File: src/rtl/rv32v_lane_mem_sequencer.sv
// Multi-lane vector memory sequencer: serialises active lanes onto a single
// 32-bit dcache port, aligns load data per element width, and returns the
// assembled lane results (or a misalignment exception) to the ROB.
module rv32v_lane_mem_sequencer #(
  parameter int unsigned LANES  = 2,
  parameter int unsigned IDX_W  = 5,
  parameter int unsigned LANE_W = (LANES > 1) ? $clog2(LANES) : 1
) (
  input  logic                  CLK,
  input  logic                  nRST,
  input  logic                  flush,
  input  logic                  req_valid,
  output logic                  req_ready,
  input  logic                  req_store,
  input  logic [1:0]            req_eew,
  input  logic [LANES-1:0]      req_lane_en,
  input  logic [LANES*32-1:0]   req_addr,
  input  logic [LANES*32-1:0]   req_wdata,
  input  logic [IDX_W-1:0]      req_index,
  output logic                  dmem_ren,
  output logic                  dmem_wen,
  output logic [31:0]           dmem_addr,
  output logic [31:0]           dmem_store,
  output logic [3:0]            dmem_byte_en,
  input  logic [31:0]           dmem_load,
  input  logic                  dhit,
  output logic                  res_valid,
  input  logic                  res_ready,
  output logic [LANES*32-1:0]   res_wdata,
  output logic [LANES-1:0]      res_lane_en,
  output logic [IDX_W-1:0]      res_index,
  output logic                  res_exception,
  output logic [LANE_W-1:0]     res_exc_lane
);

  typedef enum logic [1:0] {IDLE, ACCESS, RESP} state_t;

  state_t                state, state_d;
  logic                  store_q, store_d;
  logic [1:0]            eew_q, eew_d;
  logic [LANES-1:0]      lane_en_q, lane_en_d;
  logic [LANES*32-1:0]   addr_q, addr_d;
  logic [LANES*32-1:0]   wdata_q, wdata_d;
  logic                  res_valid_d;
  logic [LANES*32-1:0]   res_wdata_d;
  logic [LANES-1:0]      res_lane_en_d;
  logic [IDX_W-1:0]      res_index_d;
  logic                  res_exception_d;
  logic [LANE_W-1:0]     res_exc_lane_d;

  logic [LANES-1:0]      pending;
  logic [LANES-1:0]      remaining;
  logic [LANE_W-1:0]     cur_lane;
  logic [31:0]           cur_addr;
  logic [31:0]           cur_wdata;
  logic                  last_lane;
  logic                  misaligned;
  logic                  active;
  logic                  hit;
  logic [31:0]           load_elem;
  logic [31:0]           shifted_load;

  // Pick the lowest-numbered enabled lane that has not completed yet.
  always_comb begin
    pending   = lane_en_q & ~res_lane_en;
    cur_lane  = '0;
    cur_addr  = '0;
    cur_wdata = '0;
    for (int i = int'(LANES) - 1; i >= 0; i--) begin
      if (pending[i]) begin
        cur_lane  = LANE_W'(i);
        cur_addr  = addr_q[32*i +: 32];
        cur_wdata = wdata_q[32*i +: 32];
      end
    end
    remaining = pending & ~(LANES'(1) << cur_lane);
    last_lane = (remaining == '0);
  end

  // Alignment check and dcache port drive for the current lane.
  always_comb begin
    misaligned   = ((eew_q == 2'b01) && cur_addr[0]) ||
                   (eew_q[1] && (cur_addr[1:0] != 2'b00));
    active       = (state == ACCESS) && !misaligned && !flush;
    dmem_ren     = active && !store_q;
    dmem_wen     = active && store_q;
    hit          = dhit && active;
    dmem_addr    = active ? {cur_addr[31:2], 2'b00} : 32'h0;
    dmem_byte_en = 4'h0;
    dmem_store   = 32'h0;
    if (active) begin
      case (eew_q)
        2'b00: begin
          dmem_byte_en = 4'b0001 << cur_addr[1:0];
          dmem_store   = {4{cur_wdata[7:0]}};
        end
        2'b01: begin
          dmem_byte_en = cur_addr[1] ? 4'b1100 : 4'b0011;
          dmem_store   = {2{cur_wdata[15:0]}};
        end
        default: begin
          dmem_byte_en = 4'b1111;
          dmem_store   = cur_wdata;
        end
      endcase
    end
  end

  // Align the returned load word down to the element and zero-extend it.
  always_comb begin
    shifted_load = 32'h0;
    load_elem    = dmem_load;
    case (eew_q)
      2'b00: begin
        shifted_load = dmem_load >> {cur_addr[1:0], 3'b000};
        load_elem    = {24'h0, shifted_load[7:0]};
      end
      2'b01: begin
        shifted_load = dmem_load >> {cur_addr[1], 4'b0000};
        load_elem    = {16'h0, shifted_load[15:0]};
      end
      default: load_elem = dmem_load;
    endcase
  end

  assign req_ready = (state == IDLE);

  // Next-state and result-buffer update.
  always_comb begin
    state_d         = state;
    store_d         = store_q;
    eew_d           = eew_q;
    lane_en_d       = lane_en_q;
    addr_d          = addr_q;
    wdata_d         = wdata_q;
    res_wdata_d     = res_wdata;
    res_lane_en_d   = res_lane_en;
    res_index_d     = res_index;
    res_exception_d = res_exception;
    res_exc_lane_d  = res_exc_lane;
    if (flush) begin
      state_d = IDLE;
    end else begin
      case (state)
        IDLE: begin
          if (req_valid) begin
            store_d         = req_store;
            eew_d           = req_eew;
            lane_en_d       = req_lane_en;
            addr_d          = req_addr;
            wdata_d         = req_wdata;
            res_index_d     = req_index;
            res_wdata_d     = '0;
            res_lane_en_d   = '0;
            res_exception_d = 1'b0;
            res_exc_lane_d  = '0;
            state_d         = (req_lane_en != '0) ? ACCESS : RESP;
          end
        end
        ACCESS: begin
          if (misaligned) begin
            res_exception_d = 1'b1;
            res_exc_lane_d  = cur_lane;
            state_d         = RESP;
          end else if (hit) begin
            res_lane_en_d = res_lane_en | (LANES'(1) << cur_lane);
            if (!store_q) begin
              for (int i = 0; i < int'(LANES); i++) begin
                if (LANE_W'(i) == cur_lane) res_wdata_d[32*i +: 32] = load_elem;
              end
            end
            if (last_lane) state_d = RESP;
          end
        end
        RESP: begin
          if (res_ready) state_d = IDLE;
        end
        default: state_d = IDLE;
      endcase
    end
    res_valid_d = (state_d == RESP);
  end

  // State and latch registers.
  always_ff @(posedge CLK or negedge nRST) begin
    if (!nRST) begin
      state         <= IDLE;
      store_q       <= 1'b0;
      eew_q         <= 2'b00;
      lane_en_q     <= '0;
      addr_q        <= '0;
      wdata_q       <= '0;
      res_valid     <= 1'b0;
      res_wdata     <= '0;
      res_lane_en   <= '0;
      res_index     <= '0;
      res_exception <= 1'b0;
      res_exc_lane  <= '0;
    end else begin
      state         <= state_d;
      store_q       <= store_d;
      eew_q         <= eew_d;
      lane_en_q     <= lane_en_d;
      addr_q        <= addr_d;
      wdata_q       <= wdata_d;
      res_valid     <= res_valid_d;
      res_wdata     <= res_wdata_d;
      res_lane_en   <= res_lane_en_d;
      res_index     <= res_index_d;
      res_exception <= res_exception_d;
      res_exc_lane  <= res_exc_lane_d;
    end
  end

endmodule

File: config.mk
export PLATFORM = sky130hd
export DESIGN_NAME = rv32v_lane_mem_sequencer
export DESIGN_NICKNAME = d
export VERILOG_FILES = /design/src/rtl/rv32v_lane_mem_sequencer.sv
export SDC_FILE = /design/constraint.sdc
export NUM_CORES = 1
export LEC_CHECK = 0
export CAP_MARGIN = 10
export CORE_ASPECT_RATIO = 0.75
export CORE_MARGIN = 5
export CORE_UTILIZATION = 35
export CTS_BUF_LIST = sky130_fd_sc_hd__clkbuf_4 sky130_fd_sc_hd__clkbuf_8
export DETAILED_ROUTE_END_ITERATION = 10
export GPL_ROUTABILITY_DRIVEN = 0
export HOLD_SLACK_MARGIN = 0.15
export SLEW_MARGIN = 20
export SYNTH_ARGS = -nofsm -noshare
export SYNTH_HDL_FRONTEND = slang
export SYNTH_SLANG_ARGS = --single-unit
File: constraint.sdc
create_clock -name CLK -period 3.2 [get_ports CLK]
set_input_delay 0.64 -clock CLK [delete_from_list [all_inputs] [get_ports CLK]]
set_output_delay 0.64 -clock CLK [all_outputs]
set_load 0.005 [all_outputs]
; ---- After elaboration in Yosys (flattened, before gate mapping)
; Index checks and enable logic that the tools add are counted.
[word_totals]
register_bits = 209
memories = 0
input_bits = 176
output_inout_bits = 145
mem_bits_ro = 0
mem_bits_rw = 0
latchBits = 0
[op_classes]
div_mod_pow = 0
mul = 0
n_addsub = 0
shift = 4
n_lt_le_gt_ge = 0
n_reduce_logical = 22
eq_ne = 11
n_mux = 37
bitwise_logic = 6
[ops]
columns = operator, count
row1 = $mux W32, 8
row2 = $mux W64, 4
row3 = $pmux W32 S2, 2
row4 = $pmux W64 S2, 1
row5 = $shr A32 B5 Y16, 1
row6 = $shr A32 B5 Y8, 1
row7 = $mux W2, 10
row8 = $ne A2 B2 Y1 const B, 7
row9 = $reduce_and A7 Y1, 2
row10 = $mux W4, 2
row11 = $pmux W4 S2, 1
row12 = $logic_and A1 B1 Y1, 7
row13 = $logic_not A2 Y1, 3
row14 = $pmux W2 S3, 1
row15 = $reduce_bool A2 Y1, 3
row16 = $mux W1, 5
row17 = $reduce_and A5 Y1, 1
row18 = $and A2 B2 Y2, 2
row19 = $eq A2 B1 Y1 const B, 2
row20 = $eq A2 B2 Y1 const B, 2
row21 = $not A2 Y2, 2
row22 = $pmux W1 S2, 2
row23 = $pmux W2 S2, 1
row24 = $reduce_and A4 Y1, 1
row25 = other kinds (7), 9

; ---- Depth between registers and ports, before layout
[logic_depth]
word_depth = 16
depth_mapped = 9
mapped_depth_nobuf = 5

; ---- Least setup slack after synthesis
; No wires, ideal clock.
[synth_path]
path_kind = register -> output
start = reg res_lane_en[0]
end = out dmem_byte_en[2]
stages_incl_launch_ff = 9
arrival_time_ns = 1.776
setup_slack_ns = 0.784
n_path_buf = 3
cell_sequence = dfrtp_1 > buf_2 > nand2b_4 > or3_1 > o31a_1 > nand2_1 > buf_2 > buf_2 > nor2_1
[synth_via]
elab_chain_len = 10
word_cells_on_any_way = 14
cone_classes = shift (1) / mux (4) / bitwise (2) / reduce/logical (7)
[synth_rtl]
columns = item, line
row1 = from (decl), 30  ; output logic [LANES-1:0] res_lane_en,
row2 = from (signal assigned), 208  ; res_lane_en <= res_lane_en_d;
row3 = $not A2 Y2 *, 65  ; pending = lane_en_q & ~res_lane_en;
row4 = $and A2 B2 Y2 *, 65
row5 = $mux W32 *, 70  ; if (pending[i]) begin
row6 = $reduce_bool A2 Y1, 83  ; (eew_q[1] && (cur_addr[1:0] != 2'b00));
row7 = $logic_and A1 B1 Y1, 83
row8 = $logic_or A1 B1 Y1, 82  ; misaligned = ((eew_q == 2'b01) && cur_addr[0]) ||
row9 = $logic_not A1 Y1, 84  ; active = (state == ACCESS) && !misaligned && !flush;
row10 = $logic_and A1 B1 Y1 (2 in a row), 84
row11 = $mux W4 *, 91  ; if (active) begin
row12 = to (decl), 24  ; output logic [3:0] dmem_byte_en,
; Mark *: on every way between the ends. The rest lies on a longest branch, timed or not.

; ---- Worst setup path in the final report
[layout_path]
start = reg eew_q[0]
end = out dmem_store[19]
[layout_via]
elab_chain_len = 7
word_cells_on_any_way = 9
cone_classes = eq/ne (1) / mux (2) / reduce/logical (6)
[layout_rtl]
columns = item, line
row1 = from (decl), 40  ; logic [1:0] eew_q, eew_d;
row2 = from (signal assigned), 202  ; eew_q <= eew_d;
row3 = $eq A2 B1 Y1, "82, 92"
row4 = $logic_and A1 B1 Y1, 82
row5 = $logic_or A1 B1 Y1, 82
row6 = $logic_not A1 Y1, 84
row7 = $logic_and A1 B1 Y1 (2 in a row), 84
row8 = $mux W32 *, 91
row9 = to (decl), 23  ; output logic [31:0] dmem_store,
; Marked as above.

==> flow_metrics.env <==
export IMPL_timing_final_crit_share_pct=98.8
export IMPL_vias=9168
export IMPL_synth_top_family_by_area="simple AND/OR/NAND/NOR gates"
export IMPL_r2r_start="res_lane_en[0]$_DFFE_PN0P_"
export IMPL_layout_nets=1608
export IMPL_synthSimpleGateAreaFrac_pct=23.8
export IMPL_insertion_delay_ps=520
export IMPL_postRouteAntennaNets=0
export IMPL_worstSetupStartpointType="flip-flop"
export IMPL_synth_compound_area_share_pct=11.3
export IMPL_synth_seq_area_share_pct=52.5
export IMPL_max_slew_margin_pct=42.4
export IMPL_critPathArrivalTime_ps=2520
export IMPL_end_kind="output port"
export IMPL_crit_family="buffers and inverters"
export IMPL_maxSlewViolCount=0
export IMPL_drc=0
export IMPL_grt_max_degree=94
export IMPL_worstRegToRegCells=9
export IMPL_synthFlopType="dfrtp_1"
export IMPL_async_flop_share_pct=100
export IMPL_cts_root_buffer="clkbuf_8"
export IMPL_worstMarginPinSlew_ps=862
export IMPL_power_mw=8.49
export IMPL_hp_class="reg -> reg"
export IMPL_finalNonFillerCells=1841
export IMPL_cpMostUsedCell="buf_12"
export IMPL_layout_common_cells="410 x nand2_1, 250 x clkdlybuf4s50_1, 204 x dfrtp_1"
export IMPL_fin_crit_ps=3160
export IMPL_start_util_pct=35.5
export IMPL_drive_gt1_share_pct=15.7
export IMPL_cts_sinks=209
export IMPL_hold_violations=0
export IMPL_min_delay_path_depth=2
export IMPL_r2r_end="res_wdata[9]$_DFFE_PN0P_"
export IMPL_htree_num_levels=2
export IMPL_wl_per_cell_microns=19.6
export IMPL_first_pass_iters=5
export IMPL_ys_warn_count=0
export IMPL_overflow=0
export IMPL_synth_xor_area_share_pct=0
export IMPL_io_pin_count=321
export IMPL_yosysTopAreaCellShare_pct=52.5
export IMPL_drt_wl_total_mm=36.0
export IMPL_synth_cells=1071
export IMPL_synth_edff_count=0
export IMPL_die_area_sq_um=32000
export IMPL_port_buffers=318
export IMPL_numCtsBuffers=37
export IMPL_cpMaxStageDelayCell="dfrtp_2"
export IMPL_postSynthAreaPerCell_sq_um=9.31
export IMPL_areaGrowthSynthToFinish_pct=52.3
export IMPL_drt_initial_drc_count=557
export IMPL_dp_hpwl_mm=24.7
export IMPL_die_x_microns=205
export IMPL_yosys_area_top_type="dfrtp_1"
export IMPL_worst_setup_path_type="reg -> out"
export IMPL_grt_pass1_vias=9315
export IMPL_max_stage_delay_ps=420
export IMPL_cts_tree="yes"
export IMPL_required_ps=2560
export IMPL_skew_ps=19.3
export IMPL_crit_buf_inv=5
export IMPL_synth_mux_area_share_pct=8.39
export IMPL_vias_per_cell=4.98
export IMPL_leakage_nw=7.49
export IMPL_place_inst=1738
export IMPL_die_h_microns=156
export IMPL_crit_chain="a21oi_2 > or3_4 > o31a_1 > buf_6 > nand2_8 > buf_12 > buf_4 > buf_12 > a211oi_2 > clkdlybuf4s15_1"
export IMPL_cp_depth=10
export IMPL_hold_worst_slack_ps=470
export IMPL_final_common_cell="nand2_1"
export IMPL_antenna_found_initial=4
export IMPL_postPlaceCellArea_sq_um=13800
export IMPL_synth_area_sq_um=9970
export IMPL_rrSetupSlack_ps=680
export IMPL_path_clk_slew_ps=60
export IMPL_core_area_sq_um=28100
export IMPL_max_freq_mhz=316
export IMPL_cts_path_max_buffers=3
export IMPL_yosys_top_cells_area="dfrtp_1 52%, nand2_1 15%, mux2_1 2.8%"
export IMPL_status="finished clean"
export IMPL_drv_cap=0
export IMPL_finalSetupViolCount=0
export IMPL_ys_types=56
export IMPL_cellPowerDensity_nw_per_um2=560
export IMPL_rows=53
export IMPL_grt_first_pass_wirelength_mm=54.5
export IMPL_crit_fanout=4
export IMPL_design_area_sq_um=15200
export IMPL_peakVddDrop_mv=0.229
export IMPL_synthAdderAreaFrac_pct=0
export IMPL_min_from="wdata_q[11]$_DFFE_PN0P_"
export IMPL_holdPathEnd="wdata_q[11]$_DFFE_PN0P_"
export IMPL_synth_seq_cells=209
export IMPL_grt_usage_pct=21.8
## cell families after synthesis
family	Yosys count
AO/OA/AOI/OAI	142
multiplexers	77
other	1
AND/OR/NAND/NOR	556
buffers and inverters	86
flip-flops	209
## cell type report
type	count	area [sq um]
fill	2640	12900
clock inverter	5	55.1
inverter	5	22.5
clock buffer	57	703
sequential	209	5240
multi-input combinational	777	4540
tap	385	482
timing repair buffer	402	4130
antenna	1	2.50
## power by group
part	internal [mW]	switching, mW	total, mW
Clock	1.47	1.08	2.55
Sequential	3.09	0.271	3.37
Combinational	1.24	1.33	2.57
## registers in the layout (all words and copies together), names as in the netlist, 2 cells and up
register,cells
addr_q,64
res_wdata,64
res_index,5
eew_q,2
res_lane_en,2
lane_en_q,2
state,2
wdata_q,64
## tightest hold or removal path: cells and delay by family, from the launching register on
| family | cells | cell delay [ps] |
|---|---|---|
| AND/OR/NAND/NOR | 2 | 100 |
| flip-flops | 1 | 340 |
## worst max-delay path by stage
| stage | startpoint | end | slack, ps |
|---|---|---|---|
| 6_report | eew_q[0]$_DFFE_PN0P_ | dmem_store[19] | 40 |
| 5_1_grt | res_lane_en[0]$_DFFE_PN0P_ | dmem_addr[31] | -9 |
| 4_1_cts | addr_q[1]$_DFFE_PN0P_ | dmem_store[16] | -50 |
| 3_5_place_dp | flush | dmem_store[16] | 90 |
| 3_3_place_gp | flush | dmem_store[19] | 100 |
| 2_1_floorplan | res_lane_en[0]$_DFFE_PN0P_ | dmem_byte_en[2] | 780 |
## timing repair
action | 4_1_cts | 5_1_grt
pin swaps | 3 | 4
gates resized for setup | 145 | 31
setup buffers | 27 | 10
gates cloned | 4 | 0
hold buffers | 1 | 0
endpoints found under the setup margin | 67 | 52
endpoints found under the hold margin | 74 | 0
## through the flow
step / TNS, ps / setup WS, ps / util, %
2_1_floorplan: 0 / 784 / -
3_3_place_gp: 0 / 101 / 49.0
3_5_place_dp: 0 / 88.1 / 49.1
4_1_cts: -135 / -52.6 / 53.6
5_1_grt: -74.6 / -9.48 / 54.1
6_report: 0 / 38.4 / 54.1
## layer usage
layer  GRT usage (%)  share of wire [%]
met5               0               0.11
met1            30.5                 45
met2            34.5                 46
met3            5.24                7.4
met4            5.17                2.0
## Yosys cell counts, drive strengths merged (4+ instances only)
cell type  number
a31oi          15
and3           19
a21oi           8
nor2           67
a22o           23
a22oi          31
nand3b          5
clkbuf         52
mux2i          28
mux2           49
nor2b           4
o21ai          11
and3b          14
nor3           12
a221oi         10
buf            29
nand2         412
dfrtp         209
a211oi          8
a221o          16
inv             4
and2           10
Power figures use the tool's default switching activity.
